### src/rtl/can_fd_pkg.sv
// rtl/can_fd_pkg.sv - shared CAN/CAN-FD receive types and CRC length constants
package can_fd_pkg;

    typedef enum logic [1:0] {
        ST_IDLE = 2'd0,
        ST_DATA = 2'd1,
        ST_DONE = 2'd2
    } rx_state_e;

    localparam logic [4:0] CRC_LEN_CLASSIC = 5'd15;
    localparam logic [4:0] CRC_LEN_FD_SHORT = 5'd17;
    localparam logic [4:0] CRC_LEN_FD_LONG = 5'd21;

    // FD frames switch to the longer CRC once the payload exceeds 16 bytes
    function automatic logic [4:0] crc_len_for(input logic fd, input logic [6:0] len);
        if (!fd) begin
            return CRC_LEN_CLASSIC;
        end else if (len <= 7'd16) begin
            return CRC_LEN_FD_SHORT;
        end else begin
            return CRC_LEN_FD_LONG;
        end
    endfunction

endpackage

### src/rtl/can_dlc_decoder.sv
// rtl/can_dlc_decoder.sv - DLC to payload byte count for classic and FD frames
module can_dlc_decoder (
    input  logic [3:0] dlc_i,
    input  logic       fd_i,
    output logic [6:0] len_o
);

    // classic frames saturate at 8 bytes; FD frames use the extended table above 8
    always_comb begin
        len_o = 7'd8;
        if (dlc_i <= 4'd8) begin
            len_o = {3'd0, dlc_i};
        end else if (fd_i) begin
            case (dlc_i)
                4'd9:    len_o = 7'd12;
                4'd10:   len_o = 7'd16;
                4'd11:   len_o = 7'd20;
                4'd12:   len_o = 7'd24;
                4'd13:   len_o = 7'd32;
                4'd14:   len_o = 7'd48;
                default: len_o = 7'd64;
            endcase
        end
    end

endmodule

### src/rtl/can_rx_data_ctrl.sv
// rtl/can_rx_data_ctrl.sv - assembles de-stuffed data-field bits into addressed bytes
module can_rx_data_ctrl
    import can_fd_pkg::*;
(
    input  logic       clk_in,
    input  logic       rst_n_in,
    input  logic       dlc_valid_in,
    input  logic [3:0] dlc_in,
    input  logic       fd_frame_in,
    input  logic       bit_valid_in,
    input  logic       bit_in,
    input  logic       frame_abort_in,
    output logic [7:0] byte_out,
    output logic [5:0] byte_addr_out,
    output logic       byte_wr_out,
    output logic       data_done_out,
    output logic [4:0] crc_len_out,
    output logic       busy_out,
    output logic [6:0] len_out
);

    rx_state_e  state_q, state_d;
    logic [7:0] shift_q, shift_d;
    logic [2:0] bit_cnt_q, bit_cnt_d;
    logic [6:0] byte_cnt_q, byte_cnt_d;
    logic [7:0] byte_q, byte_d;
    logic [5:0] addr_q, addr_d;
    logic       wr_q, wr_d;
    logic       done_q, done_d;
    logic [4:0] crc_len_q, crc_len_d;
    logic [6:0] len_q, len_d;
    logic [6:0] dec_len;

    can_dlc_decoder u_dlc_decoder (
        .dlc_i (dlc_in),
        .fd_i  (fd_frame_in),
        .len_o (dec_len)
    );

    // all block state, cleared asynchronously so a mid-frame reset leaves nothing behind
    always_ff @(posedge clk_in or negedge rst_n_in) begin
        if (!rst_n_in) begin
            state_q    <= ST_IDLE;
            shift_q    <= 8'd0;
            bit_cnt_q  <= 3'd0;
            byte_cnt_q <= 7'd0;
            byte_q     <= 8'd0;
            addr_q     <= 6'd0;
            wr_q       <= 1'b0;
            done_q     <= 1'b0;
            crc_len_q  <= 5'd0;
            len_q      <= 7'd0;
        end else begin
            state_q    <= state_d;
            shift_q    <= shift_d;
            bit_cnt_q  <= bit_cnt_d;
            byte_cnt_q <= byte_cnt_d;
            byte_q     <= byte_d;
            addr_q     <= addr_d;
            wr_q       <= wr_d;
            done_q     <= done_d;
            crc_len_q  <= crc_len_d;
            len_q      <= len_d;
        end
    end

    // next-state: abort wins over everything, then DLC latch in IDLE, bit assembly in DATA
    always_comb begin
        state_d    = state_q;
        shift_d    = shift_q;
        bit_cnt_d  = bit_cnt_q;
        byte_cnt_d = byte_cnt_q;
        byte_d     = byte_q;
        addr_d     = addr_q;
        wr_d       = 1'b0;
        done_d     = 1'b0;
        crc_len_d  = crc_len_q;
        len_d      = len_q;

        if (frame_abort_in) begin
            state_d    = ST_IDLE;
            shift_d    = 8'd0;
            bit_cnt_d  = 3'd0;
            byte_cnt_d = 7'd0;
        end else begin
            case (state_q)
                ST_IDLE: begin
                    // a bit strobe coinciding with the DLC strobe is dropped here
                    if (dlc_valid_in) begin
                        len_d      = dec_len;
                        crc_len_d  = crc_len_for(fd_frame_in, dec_len);
                        shift_d    = 8'd0;
                        bit_cnt_d  = 3'd0;
                        byte_cnt_d = 7'd0;
                        if (dec_len == 7'd0) begin
                            state_d = ST_DONE;
                            done_d  = 1'b1;
                        end else begin
                            state_d = ST_DATA;
                        end
                    end
                end
                ST_DATA: begin
                    if (bit_valid_in) begin
                        shift_d   = {shift_q[6:0], bit_in};
                        bit_cnt_d = bit_cnt_q + 3'd1;
                        if (bit_cnt_q == 3'd7) begin
                            byte_d     = {shift_q[6:0], bit_in};
                            addr_d     = byte_cnt_q[5:0];
                            wr_d       = 1'b1;
                            byte_cnt_d = byte_cnt_q + 7'd1;
                            // last byte: leave DATA so the counter can never pass len
                            if (byte_cnt_q == len_q - 7'd1) begin
                                state_d = ST_DONE;
                                done_d  = 1'b1;
                            end
                        end
                    end
                end
                ST_DONE: begin
                    state_d = ST_IDLE;
                end
                default: begin
                    state_d = ST_IDLE;
                end
            endcase
        end
    end

    assign byte_out      = byte_q;
    assign byte_addr_out = addr_q;
    assign byte_wr_out   = wr_q & ~frame_abort_in;
    assign data_done_out = done_q & ~frame_abort_in;
    assign crc_len_out   = crc_len_q;
    assign len_out       = len_q;
    assign busy_out      = (state_q == ST_DATA);

endmodule

### config.mk
export PLATFORM = sky130hd
export DESIGN_NAME = can_rx_data_ctrl
export DESIGN_NICKNAME = d
export VERILOG_FILES = /design/src/rtl/can_fd_pkg.sv /design/src/rtl/can_dlc_decoder.sv /design/src/rtl/can_rx_data_ctrl.sv
export SDC_FILE = /design/constraint.sdc
export NUM_CORES = 1
export LEC_CHECK = 0
export ABC_CLOCK_PERIOD_IN_PS = 3350
export CAP_MARGIN = 10
export CORE_AREA = 3 3 52 90
export CTS_BUF_LIST = sky130_fd_sc_hd__clkbuf_8
export DETAILED_ROUTE_END_ITERATION = 10
export DIE_AREA = 0 0 55 93
export GPL_TIMING_DRIVEN = 0
export PLACE_DENSITY = 0.81
export SLEW_MARGIN = 10
export SYNTH_ARGS = -nofsm -noshare
export SYNTH_HDL_FRONTEND = slang
export SYNTH_SLANG_ARGS = --single-unit
export TNS_END_PERCENT = 5
### constraint.sdc
create_clock -name clk_in -period 3.35 [get_ports clk_in]
set_input_delay 0.5025 -clock clk_in [delete_from_list [all_inputs] [get_ports clk_in]]
set_output_delay 0.5025 -clock clk_in [all_outputs]
set_load 0.03 [all_outputs]
== Word level (Yosys, flattened, before mapping) ==
Cells that the tools add are included.

* Add/sub/neg operators: 3
* Order comparisons: 2
* Equal/unequal tests: 13
* Multiplexer cells: 36
* Bitwise gates (word level): 3
* Reductions and logical operators: 8

{| class="wikitable"
|+ Operators by type and width
! cell !! number
|-
| 2-to-1 mux 7 bit || 9
|-
| one-hot mux 7 bit (6 select lines) || 1
|-
| one-hot mux 7 bit (2 select lines) || 2
|-
| == test 4 bit, second input constant || 6
|-
| 2-to-1 mux 2 bit || 6
|-
| 2-to-1 mux 3 bit || 4
|-
| AND reduction 4 bit || 3
|-
| 2-to-1 mux 1 bit || 10
|-
| adder 7 x 1 -> 7 bit, second input constant || 1
|-
| == test 7 bit || 1
|-
| <= comparator 7 x 5 -> 1 bit, second input constant || 1
|-
| zero test 7 bit || 1
|-
| subtractor 7 x 1 -> 7 bit, second input constant || 1
|-
| inequality test 3 x 2 -> 1 bit, second input constant || 2
|-
| inequality test 3 bit, second input constant || 2
|-
| one-hot mux 3 bit (2 select lines) || 1
|-
| AND reduction 3 bit || 2
|-
| 2-to-1 mux 5 bit || 1
|-
| <= comparator 4 bit, second input constant || 1
|-
| one-hot mux 2 bit (2 select lines) || 1
|-
| adder 3 x 1 -> 3 bit, second input constant || 1
|-
| == test 3 bit, second input constant || 1
|-
| nonzero test 3 bit || 1
|-
| bitwise AND 1 bit || 2
|-
| 4 further kinds || 4
|}

* Register bits after elaboration: 47
* Bits of input ports: 11
* Output and inout bits: 29
* Word-level logic and storage cells: 75

== Longest topological paths before layout ==
* Word-level depth: 9
* Depth in mapped cells: 9
* Mapped depth without buffers: 7

== Hierarchy ==
From an unflattened synthesis, not the netlist that was laid out.

* Cell total of the unflattened synthesis: 247
* Area total of the unflattened synthesis: 2219.6 µm²

{| class="wikitable"
|+ By module, submodules not included
! module !! times used !! cells each !! area an instance (µm²) !! seq. area each (µm²)
|-
| can_rx_data_ctrl || 1 || 231 || 2130.8 || 1151.1
|-
| can_dlc_decoder || 1 || 16 || 88.8 || 0.0
|}

== Least setup slack after synthesis ==
No wires, ideal clock.

* Kind: flip-flop to flip-flop
* From: register len_q[0] (netlist: len_out[0])
* To: register state_q[0]
* Setup time: 0.143 ns
* Arrival: 1.899 ns
* Data required time: 3.207 ns
* Path slack: 1.308 ns
* Cell stages (with the launch flop): 7
* Path buffers: 0
* Cells stage by stage: dfrtp_1 inv_1 ha_1 nand2b_1 a311o_1 a2111oi_4 a41oi_1

* Word-level cells in the longest chain between the ends: 4

{| class="wikitable"
|+ Ends and longest elaborated chain
! what !! RTL line !! RTL
|-
| from (decl) || can_rx_data_ctrl.sv:31 || <nowiki>logic [6:0] len_q, len_d;</nowiki>
|-
| from (signal assigned) || can_rx_data_ctrl.sv:63 || <nowiki>len_q <= len_d;</nowiki>
|-
| subtractor 7 x 1 -> 7 bit || can_rx_data_ctrl.sv:113 || <nowiki>if (byte_cnt_q == len_q - 7'd1) begin</nowiki>
|-
| == test 7 bit || can_rx_data_ctrl.sv:113 ||
|-
| inequality test 3 x 2 -> 1 bit (no line) || - ||
|-
| AND reduction 4 bit (no line) || - ||
|-
| to (signal assigned) || can_rx_data_ctrl.sv:54 || <nowiki>state_q <= state_d;</nowiki>
|-
| to (decl) || can_rx_data_ctrl.sv:22 || <nowiki>rx_state_e state_q, state_d;</nowiki>
|}

No other way between the ends.
A chain may end at the register's enable or synchronous reset.

== Worst setup path after layout ==
* From: register state_q[0]
* To: output port busy_out

* Word-level cells in the longest chain between the ends: 1

{| class="wikitable"
|+ Ends and longest elaborated chain
! what !! RTL line !! RTL
|-
| == test 2 x 1 -> 1 bit || can_rx_data_ctrl.sv:136 || <nowiki>assign busy_out = (state_q == ST_DATA);</nowiki>
|-
| to (decl) || can_rx_data_ctrl.sv:18 || <nowiki>output logic busy_out,</nowiki>
|}

No other way between the ends.

==> flow_summary.toml <==
[status]
status = "finished clean"

[global_route]
grtUsageTotal_pct = 21.60
antenna_found_initial = 0
grt_max_degree = 31
grt_pass1_wl_um = 8038
gr-total-overflow = 0
grt_pass1_vias = 1739

[route]
drc_errors = 0
avgRoutedWirePerCell_um = 14.56
vias = 1733
ant_nets = 0
drt-total-wl_um = 4675
m1WireLength_um = 1755
drt-pass1-iter-count = 4
dr_wl_met3_um = 203
top_layer_used = "met4"
initialDrtViolationCount = 28
vias_per_cell = 5.399
wl_met2_um = 2572

[pwr]
ir_worst_vdd_mv = 0.3650
p_sw_share_pct = 27.78
p_leak_nw = 1.285
internal-power_mw = 0.8940
p_seq_share_pct = 48.1
power.density_mw_per_mm2 = 450.1
pwr-share-clk_pct = 33.6
combPwrFrac_pct = 18.2
p_sw_mw = 0.3439

[synthesis]
synth-simple-area-share_pct = 22.04
synth_top_family_by_area = "simple AND/OR/NAND/NOR gates"
synth_top_cell_by_area = "dfrtp_1"
synth_warnings = 0
synthAdderAreaFrac_pct = 2.284
synth_area_mm2 = 0.002191
synth_area_leaders = "dfrtp_1 53%, nand2_1 10%, o21ai_0 4.1%"
synth_compound_area_share_pct = 12.91
synth_cell_types = 35
yosys_register_bits = 46
synth_top_area_share_pct = 52.54
synth.avg_cell_area_um2 = 9.694
ys.flop_type = "dfrtp_1"
muxShareOfSynthArea_pct = 1.485
synth_nets = 241
synthArstFlopShare_pct = 100.0
synth_edf_count = 0
synthXorXnorAreaFrac_pct = 4.797
ys_seq_area_share_pct = 52.54
syn_inst = 226

[place]
place_inst = 313
port_buffers = 37
dp_hpwl_um = 3537
place_congestion = 0.7671
dpl_worst_slack_ns = 1.093

[floorplan]
dieWidth_um = 55
row_count = 31
fp.dieH_um = 93
fp.dieArea_mm2 = 0.005115
pin_count = 40
initial_core_util_pct = 53.29
coreArea_mm2 = 0.004111

[critical_path]
cpMaxStageDelayCell = "clkdlybuf4s50_1"
crit_path_end = "busy_out"
worstReg2RegEnd = "state_q[0]$_DFFE_PN0P_"
path_depth = 2
path_cells = "nor2b_1 > clkdlybuf4s50_1"
reg2reg_depth = 7
critical-path-max-stage-delay_ns = 0.68
cp.arrival_ns = 1.60
critical_path.startpoint_type = "flop"
cp.required_ns = 2.85
crit_path_max_fanout = 8
crit_type = "reg -> out"
critical_path.top_delay_family = "buffers and inverters"
startpoint = "state_q[0]$_DFFE_PN0P_"
crit_path_end_kind = "output pin"
reg2reg_slack_ns = 1.27
critPathBufInv = 1
r2r-start = "len_out[0]$_DFFE_PN0P_"

[clocking]
clkLatencyLatePin_ns = 0.30
clockBufferDepth = 2
cts-buffers-inserted = 5
cts_setup_buffers = 0
clkSinkCount = 46
tritoncts = "built"
root_buffer = "clkbuf_8"
cts.repair.resized = 0
cts.clk_slew.worst_paths_ns = 0.09
hold_buffers = 0
htree_levels = 2

[final_layout]
area_delta_synth_final_pct = 25.53
layout.nets = 286
fill_cells = 351
drive_gt1_share_pct = 7.721
fin_util_pct = 66.89
final_common_cell = "nand2_1"
antenna_cells = 0
finalNonFillerCells = 321
layout_common_cells = "61 x nand2_1, 46 x dfrtp_1, 36 x clkdlybuf4s50_1"

[sta]
final-hold-violation-count = 0
finalClockSkew_ns = 0.005778
worst_slack_ns = 1.245
setup_violations = 0
rsz0062_at_grt = "no"
fin_crit_ns = 2.105
max_freq_ghz = 0.4750
max_slew.worst_pin.slew_ns = 0.6100
period_share_pct = 62.84
setup_tns_ns = 0
slew_headroom_pct = 59.02
slew_viol_final = 0

[flow_run]
max_cap_violations = 0

[hold_path]
min-delay-path-class = "in -> async"
[layer usage]
layer	vias to the layer above	track usage [%]
met2	49	36.76
met3	12	3.987
met4	0	10.55
li1	854	-
met1	818	24.65
met5	-	0
[stage by stage]
step / hold slack (ns) / total power, mW / cell area (µm²)
floorplan: 0.2069 / 0.7442 / 2191
global placement: 0.4506 / 0.8265 / 2623
detailed placement: 0.4531 / 0.8333 / 2638
CTS: 0.1167 / 1.248 / 2750
global route: 0.1302 / 1.291 / 2750
finish: 0.1087 / 1.238 / 2750
[worst reg2reg max path: stages (launching register included)]
cell and delay (ns):
dfrtp_1 0.46, inv_1 0.13, ha_1 0.20, nand2b_1 0.15, a21oi_1 0.07, a311o_1 0.36
a2111oi_4 0.42, a41oi_1 0.17
[sequential cells by signal (all words and copies together) (netlist names)]
register       cells
bit_cnt_q          3
byte_addr_out      6
byte_cnt_q         7
byte_out           8
crc_len_out        4
done_q             1
len_out            7
shift_q            7
state_q            2
wr_q               1
[cells by family (layout without fill, tap and decap cells)]
| logic type | count (synthesis) | after routing |
|---|---|---|
| simple gates | 104 | 104 |
| flops | 46 | 46 |
| compound gates | 41 | 41 |
| buf+inv | 16 | 62 |
| xor+xnor | 12 | 12 |
| fa+ha+maj | 4 | 4 |
| mux | 3 | 3 |
[area by class of cell]
cell class	instances	area, µm²	share of cell area, %
tap	49	61.31	2.229
sequential	46	1151	41.86
buffer	11	67.56	2.457
timing repair buffer	38	385.4	14.01
clock inverter	3	43.79	1.592
clock buffer	5	68.82	2.502
multi-input combinational	164	953.4	34.67
inverter	5	18.77	0.6824
[worst min path at each step]
stage                                 from                  endpoint  slack, ns  depth (start not counted)
floorplan                         rst_n_in  bit_cnt_q[0]$_DFFE_PN0P_       0.21                          0
global placement    shift_q[6]$_DFFE_PN0P_   byte_out[7]$_DFFE_PN0P_       0.45                          2
detailed placement                rst_n_in   byte_out[5]$_DFFE_PN0P_       0.45                          1
CTS                               rst_n_in   byte_out[5]$_DFFE_PN0P_       0.12                          1
global route                      rst_n_in   byte_out[5]$_DFFE_PN0P_       0.13                          1
finish                            rst_n_in   byte_out[5]$_DFFE_PN0P_       0.11                          1
[synthesized netlist by cell type (all sizes together) (5+ instances only)]
library cell,count
xor2,7
nand2,61
nor2b,5
nor2,10
xnor2,5
clkbuf,6
o21ai,18
nand3,9
a21oi,6
dfrtp,46
buf,5
a22o,9
[power groups by stage]
stage | Clock [mW] | Sequential [mW] | Combinational (mW)
2_1_floorplan | 0 | 0.634 | 0.110
3_3_place_gp | 0 | 0.606 | 0.220
3_5_place_dp | 0 | 0.607 | 0.226
4_1_cts | 0.425 | 0.596 | 0.227
5_1_grt | 0.446 | 0.600 | 0.245
6_report | 0.416 | 0.596 | 0.225
(Power assumes the default switching activity.)
